## config.mk

```make
export PLATFORM = sky130hd
export DESIGN_NAME = vvp_seq
export DESIGN_NICKNAME = d
export VERILOG_FILES = /design/src/rtl/vvp_seq.sv
export SDC_FILE = /design/constraint.sdc
export NUM_CORES = 1
export LEC_CHECK = 0
export CAP_MARGIN = 20
export CORE_ASPECT_RATIO = 0.7
export CORE_UTILIZATION = 60
export DETAILED_ROUTE_END_ITERATION = 7
export PLACE_DENSITY = 0.89
export SLEW_MARGIN = 15
export SYNTH_ARGS = -nofsm -noshare
export SYNTH_HDL_FRONTEND = slang
export SYNTH_SLANG_ARGS = --single-unit
```

## constraint.sdc

```tcl
create_clock -name clk -period 15.3 [get_ports clk]
set_input_delay 2.295 -clock clk [delete_from_list [all_inputs] [get_ports clk]]
set_output_delay 2.295 -clock clk [all_outputs]
set_load 0.02 [all_outputs]
```

## src/rtl/vvp_seq.sv

```systemverilog
// vvp_seq: bit-plane sequencer for a bit-serial vector-vector product unit.
// Walks every (weight plane, data plane) pair of a job and issues each one to
// the plane memories and the vvp. Each vvp result comes back LAT cycles after
// its issue. The sequencer shifts that result by the plane weight, applies the
// sign of the two's-complement MSB planes, and accumulates it exactly.
//
//   state  | meaning
//   -------+--------------------------------------------------------------
//   IDLE   | waiting for a job; start_ready=1
//   ISSUE  | one plane pair issued per cycle, wbit outer / dbit inner
//   DRAIN  | all pairs issued; waiting for the last LAT results to land
//   DONE   | result held on res_data/res_valid until res_ready
module vvp_seq #(
   parameter int N    = 64,
   parameter int LAT  = 0,
   parameter int PMAX = 8,
   parameter int A    = $clog2(N),
   parameter int ACCW = A + 2 + 2*PMAX + 1
) (
   input  logic                     clk,
   input  logic                     rst,
   input  logic                     start_valid,
   output logic                     start_ready,
   input  logic [3:0]               cfg_wprec,
   input  logic [3:0]               cfg_dprec,
   input  logic                     cfg_wsigned,
   input  logic                     cfg_dsigned,
   input  logic [1:0]               cfg_mode,
   output logic                     issue,
   output logic [$clog2(PMAX)-1:0]  wbit_idx,
   output logic [$clog2(PMAX)-1:0]  dbit_idx,
   output logic [1:0]               vvp_mode,
   input  logic signed [A+1:0]      vvp_s,
   output logic                     res_valid,
   input  logic                     res_ready,
   output logic signed [ACCW-1:0]   res_data,
   output logic                     busy
);

   localparam int         IW       = $clog2(PMAX);
   localparam int         SHW      = $clog2(2*PMAX);
   localparam logic [3:0] PMAX_P   = 4'(PMAX);
   localparam logic [3:0] DRAIN_LD = (LAT > 0) ? 4'(LAT - 1) : 4'd0;

   typedef enum logic [1:0] {
      S_IDLE  = 2'd0,
      S_ISSUE = 2'd1,
      S_DRAIN = 2'd2,
      S_DONE  = 2'd3
   } state_t;

   state_t                 state_q, state_d;
   logic                   start_hs;
   logic                   last_issue;
   logic                   w_last, d_last;

   logic [3:0]             wp_q, dp_q;
   logic [3:0]             wp_cl, dp_cl;
   logic                   wsigned_q, dsigned_q;
   logic [1:0]             mode_q;
   logic [IW-1:0]          wbit_q, dbit_q;
   logic [3:0]             drain_q;

   logic [SHW-1:0]         cur_shift;
   logic                   cur_neg;
   logic                   al_vld;
   logic [SHW-1:0]         al_shift;
   logic                   al_neg;

   logic signed [ACCW-1:0] vvp_ext;
   logic signed [ACCW-1:0] acc_term;
   logic signed [ACCW-1:0] acc_q;

   assign w_last     = (4'(wbit_q) == (wp_q - 4'd1));
   assign d_last     = (4'(dbit_q) == (dp_q - 4'd1));
   assign last_issue = w_last && d_last;

   // Clamp requested plane counts into 1..PMAX; a zero request means one plane.
   always_comb begin
      wp_cl = cfg_wprec;
      dp_cl = cfg_dprec;
      if (cfg_wprec == 4'd0) begin
         wp_cl = 4'd1;
      end else if (cfg_wprec > PMAX_P) begin
         wp_cl = PMAX_P;
      end
      if (cfg_dprec == 4'd0) begin
         dp_cl = 4'd1;
      end else if (cfg_dprec > PMAX_P) begin
         dp_cl = PMAX_P;
      end
   end

   // State register.
   always_ff @(posedge clk or posedge rst) begin
      if (rst) begin
         state_q <= S_IDLE;
      end else begin
         state_q <= state_d;
      end
   end

   // Next-state and control outputs.
   always_comb begin
      state_d     = state_q;
      start_hs    = 1'b0;
      start_ready = 1'b0;
      issue       = 1'b0;
      res_valid   = 1'b0;
      busy        = 1'b1;
      case (state_q)
         S_IDLE: begin
            start_ready = 1'b1;
            busy        = 1'b0;
            if (start_valid) begin
               start_hs = 1'b1;
               state_d  = S_ISSUE;
            end
         end
         S_ISSUE: begin
            issue = 1'b1;
            if (last_issue) begin
               state_d = (LAT > 0) ? S_DRAIN : S_DONE;
            end
         end
         S_DRAIN: begin
            if (drain_q == 4'd0) begin
               state_d = S_DONE;
            end
         end
         S_DONE: begin
            res_valid = 1'b1;
            if (res_ready) begin
               state_d = S_IDLE;
            end
         end
         default: begin
            state_d = S_IDLE;
         end
      endcase
   end

   // Job configuration latch and plane index walk (wbit outer, dbit inner).
   always_ff @(posedge clk or posedge rst) begin
      if (rst) begin
         wp_q      <= 4'd1;
         dp_q      <= 4'd1;
         wsigned_q <= 1'b0;
         dsigned_q <= 1'b0;
         mode_q    <= 2'd0;
         wbit_q    <= '0;
         dbit_q    <= '0;
      end else if (start_hs) begin
         wp_q      <= wp_cl;
         dp_q      <= dp_cl;
         wsigned_q <= cfg_wsigned;
         dsigned_q <= cfg_dsigned;
         mode_q    <= cfg_mode;
         wbit_q    <= '0;
         dbit_q    <= '0;
      end else if (issue) begin
         if (d_last) begin
            dbit_q <= '0;
            wbit_q <= w_last ? '0 : wbit_q + 1'b1;
         end else begin
            dbit_q <= dbit_q + 1'b1;
         end
      end
   end

   // Drain timer: counts down the LAT cycles after the last issue.
   always_ff @(posedge clk or posedge rst) begin
      if (rst) begin
         drain_q <= 4'd0;
      end else if (issue && last_issue) begin
         drain_q <= DRAIN_LD;
      end else if ((state_q == S_DRAIN) && (drain_q != 4'd0)) begin
         drain_q <= drain_q - 4'd1;
      end
   end

   assign wbit_idx = issue ? wbit_q : '0;
   assign dbit_idx = issue ? dbit_q : '0;
   assign vvp_mode = mode_q;

   // Tag of the pair being issued: plane weight and sign of the partial product.
   assign cur_shift = SHW'(wbit_q) + SHW'(dbit_q);
   assign cur_neg   = (wsigned_q && w_last) ^ (dsigned_q && d_last);

   generate
      if (LAT == 0) begin : g_tag_comb
         assign al_vld   = issue;
         assign al_shift = cur_shift;
         assign al_neg   = cur_neg;
      end else begin : g_tag_pipe
         logic           tag_vld_q [LAT];
         logic [SHW-1:0] tag_sh_q  [LAT];
         logic           tag_neg_q [LAT];

         // Tag delay line matching the vvp latency.
         always_ff @(posedge clk or posedge rst) begin
            if (rst) begin
               for (int i = 0; i < LAT; i++) begin
                  tag_vld_q[i] <= 1'b0;
                  tag_sh_q[i]  <= '0;
                  tag_neg_q[i] <= 1'b0;
               end
            end else begin
               tag_vld_q[0] <= issue;
               tag_sh_q[0]  <= cur_shift;
               tag_neg_q[0] <= cur_neg;
               for (int i = 1; i < LAT; i++) begin
                  tag_vld_q[i] <= tag_vld_q[i-1];
                  tag_sh_q[i]  <= tag_sh_q[i-1];
                  tag_neg_q[i] <= tag_neg_q[i-1];
               end
            end
         end

         assign al_vld   = tag_vld_q[LAT-1];
         assign al_shift = tag_sh_q[LAT-1];
         assign al_neg   = tag_neg_q[LAT-1];
      end
   endgenerate

   // Sign-extend before negating so the most negative vvp_s negates exactly.
   assign vvp_ext  = {{(ACCW-A-2){vvp_s[A+1]}}, vvp_s};
   assign acc_term = (al_neg ? -vvp_ext : vvp_ext) <<< al_shift;

   // Accumulator: cleared on job start, adds only on cycles with an aligned tag.
   always_ff @(posedge clk or posedge rst) begin
      if (rst) begin
         acc_q <= '0;
      end else if (start_hs) begin
         acc_q <= '0;
      end else if (al_vld) begin
         acc_q <= acc_q + acc_term;
      end
   end

   assign res_data = acc_q;

endmodule

```

-- Word-level counts from Yosys, hierarchy flattened
Index checks and enable logic that the tools add are counted.
Widths: inputs -> output; s select.
- output and inout bits: 37
- logic and storage cells: 75
- register bits after elaboration: 49
- multiplexer cells: 29
- bitwise operators: 1
- reduce and logical (&&, ||, !) cells: 15
- shift-type cells: 1
- equal/unequal tests: 9
- add/sub/neg operators: 8
- $lt $le $gt $ge: 2
- operator list (kind ; number):
    $mux 25 ; 3
    $mux 3 ; 9
    $add 25x25->25 ; 1
    $neg 8->25 ; 1
    $sshl 25x4->25 ; 1
    $mux 4 ; 6
    $logic_not 4->1 ; 3
    $sub 4x1->4 const B ; 3
    $eq 3x4->1 ; 2
    $gt 4x4->1 const B ; 2
    $mux 2 ; 4
    $ne 2x2->1 const B ; 4
    $pmux 2 s4 ; 1
    $add 3x1->3 const B ; 2
    $mux 1 ; 6
    $reduce_bool 2->1 ; 3
    $logic_and 1x1->1 ; 5
    $add 3x3->4 ; 1
    $eq 2x2->1 const B ; 2
    $reduce_and 4->1 ; 1
    $reduce_bool 4->1 ; 1
    $eq 2x1->1 const B ; 1
    $logic_not 2->1 ; 1
    $reduce_and 2->1 ; 1
    $xor 1x1->1 ; 1

-- Logic depth before layout (Yosys ltp)
- depth in word-level cells: 9
- gate-level depth with buffers: 22
- depth with buffers taken out: 22

-- Worst setup path before layout
OpenSTA, ideal clock, no wires.
- kind: input port to flip-flop
- start point: in vvp_s[0]
- end point: reg acc_q[24], in the netlist res_data[24]
- required time: 15180 ps
- buffers on the path: 0
- arrival: 6453 ps
- slack: 8727 ps
- stages on the path: 21
- path through: inv_1 ha_1 or3b_2 nor4_1 nand2_1 ha_1 mux2i_1 a21oi_1 nor2_1 a211oi_1 o32ai_1 ha_1 nand2_1 a21o_1 a2111o_1 a21o_1 nand4_1 o211ai_1 xor2_1 a21oi_1 a31o_2
- cells in the longest elaborated chain, start to end: 6
- RTL lines (element ; RTL line ; source):
    start, declared ; 33 ; input logic signed [A+1:0] vvp_s,
    $neg 8->25 ; 228 ; assign acc_term = (al_neg ? -vvp_ext : vvp_ext) <<< al_shift;
    $mux 25 * ; 228 ;
    $sshl 25x4->25 * ; 228 ;
    $add 25x25->25 * ; 237 ; acc_q <= acc_q + acc_term;
    $mux 25 * ; 236 ; end else if (al_vld) begin
    $mux 25 * ; 234 ; end else if (start_hs) begin
    end signal, assigned ; 237 ;
    end, declared ; 72 ; logic signed [ACCW-1:0] acc_q;
Mark *: on every way between the ends. The rest lies on a longest branch, timed or not. The select of a mux whose other input is x is not followed.
A chain may end at the register's enable or synchronous reset.

-- Worst setup path in the final report
Ends and elaborated chain as after synthesis.

==> results.json <==
{
  "cts_tree": "done",
  "io_pins": 61,
  "fmax_mhz": 127,
  "clk_pin_slew_ns": 0.08,
  "run_status": "finished, final reports clean",
  "die-area_mm2": 0.00907,
  "worst_pin_slew_ns": 0.881,
  "area_growth_pct": 16.2,
  "crit_top_cell": "ha_1",
  "cts_buffers": 5,
  "setup_viol": 0,
  "hold_buffers": 0,
  "n_antenna_cell": 0,
  "ys.flop_type": "dfrtp_1",
  "core-area_mm2": 0.00844,
  "syn_avg_cell_area_um2": 8.07,
  "clk_latency_ns": 0.30,
  "worst_ep_required_time_ns": 15.50,
  "tns_ns": 0,
  "grt-ovfl-total": 0,
  "crit_path_end_kind": "flop",
  "syn_inst": 646,
  "drtIter0Drc": 820,
  "via_count": 5285,
  "start_util": 0.617,
  "wirelength_um": 14600,
  "crit_arrival_ns": 8.10,
  "synth_area_mm2": 0.00521,
  "ys_seq_area_frac": 0.236,
  "wl_per_cell_um": 18.0,
  "mostFrequentLayoutCell": "nor2_1",
  "layout_common_cells": "nor2_1 (71), nand2_1 (70), clkdlybuf4s50_1 (60)",
  "post_cts_buffers": 0,
  "rows": 28,
  "synth-edff-count": 0,
  "skew_ns": 0.00329,
  "drive_gt1_frac": 0.0695,
  "drt_first_pass_iters": 6,
  "cpPeakStageDelay_ns": 0.57,
  "relSlewSlack": 0.412,
  "vias_per_cell": 6.52,
  "synth_nets": 713,
  "fillers": 646,
  "ys_ff_latch": 49,
  "hp-class": "flop to flop",
  "route.antenna.remaining_nets": 0,
  "crit_chain": "clkdlybuf4s50_1 -> inv_1 -> ha_1 -> or3b_2 -> nor4_1 -> nand2_1 -> ha_1 -> mux2i_1 -> a21oi_1 -> nor2_1 -> nor3_1 -> a221oi_1 -> ha_1 -> and3_1 -> nor3b_1 -> nand2_1 -> a2bb2oi_1 -> nand4_1 -> o211ai_1 -> xor2_1 -> a21oi_1 -> a31o_2",
  "maxCapViolations": 0,
  "slew_viol_final": 0,
  "yosysUniqueCellTypes": 80,
  "post-route-min-period_ns": 7.90,
  "cts_resized": 0,
  "nNetsFinal": 757,
  "root_buffer": "clkbuf_16",
  "crit_type": "input pin to flop",
  "r2r_slack_ns": 9.46,
  "final_core_util": 0.717,
  "grt_pass1_vias": 4659,
  "grt_setup_unrepaired": "false",
  "grt_max_degree": 50,
  "drc_errors": 0,
  "die_y_um": 80.0,
  "grt_pass1_wl_um": 23800,
  "cpMaxStageDelayCell": "nor4_1",
  "critPathLaunchType": "input pin",
  "post-route-period-util": 0.517,
  "yosysWarnings": 0,
  "cts_buffer_depth": 2,
  "grt_use_total": 0.332,
  "port_buffers": 60,
  "clock_sinks": 49,
  "antenna_found_initial": 0,
  "place_hpwl_um": 10900,
  "die_x_um": 113,
  "path_max_fanout": 7,
  "htreeDepth": 2,
  "finalHoldViolCount": 0,
  "gp_congestion": 0.916,
  "async_flop_share": 1.00
}
## layer usage
metal	share of wire	vias to the layer above	GRT usage
met2	0.42	311	0.494
met5	0	-	0
met1	0.47	2471	0.510
met3	0.10	34	0.0463
met4	0.013	0	0.0553
li1	-	2469	-
## cells in the mapped netlist, drive strengths merged (4+ instances only)
library cell | count | area (um^2)
xnor2 | 26 | 228
o21bai | 6 | 45.0
o21ai | 38 | 194
nor2 | 71 | 267
or3 | 4 | 30.0
a21oi | 46 | 230
nand3 | 14 | 70.1
nor4 | 8 | 65.1
nand2 | 71 | 274
clkbuf | 23 | 86.3
nand4 | 7 | 50.1
o31ai | 6 | 50.1
and2 | 12 | 75.1
mux2 | 4 | 45.0
a21o | 12 | 90.1
nor3 | 15 | 97.6
xor2 | 11 | 104
a211oi | 18 | 165
o211ai | 11 | 82.6
mux2i | 33 | 343
buf | 6 | 27.5
a31oi | 8 | 71.3
o22ai | 9 | 56.3
a211o | 4 | 36.3
nand3b | 5 | 37.5
and3 | 5 | 31.3
dfrtp | 47 | 1180
nand2b | 9 | 56.3
ha | 41 | 513
inv | 24 | 90.1
## cell families after synthesis
logic type / count (synthesis) / share of synthesized area
simple gates: 229 / 0.213
compound gates: 195 / 0.262
buf+inv: 55 / 0.0406
flops: 49 / 0.236
fa+ha+maj: 43 / 0.106
mux: 38 / 0.0787
xor+xnor: 37 / 0.0636
## worst max-delay path: cells and delay by family
kind	cells	cell delay, ns
xor+xnor	1	0.26
mux	1	0.13
buf+inv	2	0.71
compound gates	6	1.19
simple gates	9	2.43
fa+ha+maj	3	1.08
## metrics by stage
stage | hold WS [ns] | instance area, um^2 | worst slack [ns] | cells
2_1_floorplan | 0.454 | 5210 | 8.73 | 646
3_3_place_gp | 0.459 | 5900 | 7.51 | 803
3_5_place_dp | 0.462 | 5900 | 7.35 | 803
4_1_cts | 0.480 | 6060 | 7.64 | 811
5_1_grt | 0.509 | 6060 | 7.08 | 811
6_report | 0.477 | 6060 | 7.40 | 811
## final timing paths
kind / cells past startpoint / to / from
max in group asynchronous: 2 / wp_q[1]$_DFFE_PP0P_ / rst
min in group asynchronous: 2 / state_q[0]$_DFFE_PP0P_ / rst
setup reg to reg: 20 / res_data[21]$_DFFE_PP0P_ / wbit_q[0]$_DFFE_PP0P_
setup / recovery: 22 / res_data[24]$_DFFE_PP0P_ / vvp_s[0]
hold reg to reg: 2 / vvp_mode[1]$_DFFE_PP0P_ / vvp_mode[1]$_DFFE_PP0P_
hold / removal: 2 / vvp_mode[1]$_DFFE_PP0P_ / vvp_mode[1]$_DFFE_PP0P_
## sequential cells by signal, summed over array words and instances (netlist names)
name and count:
wbit_q 3, wsigned_q 1, vvp_mode 2, dp_q 4
drain_q 4, wp_q 4, dsigned_q 1, dbit_q 3
res_data 25, state_q 2
## final cells by class
type                    instances  area (um^2)  share of cell area
clock buffers                   5          125              0.0207
clock inverters                 3         33.8             0.00558
inverters                      26         98.8              0.0163
multi-input cells             542         3770               0.623
flip-flops and latches         49         1230               0.203
well taps                     120          150              0.0248
repair buffers                 66          646               0.107
Power is left out: the tool's default activity adds up to more than one toggle a clock period on the data nets, which glitch-free logic cannot reach.
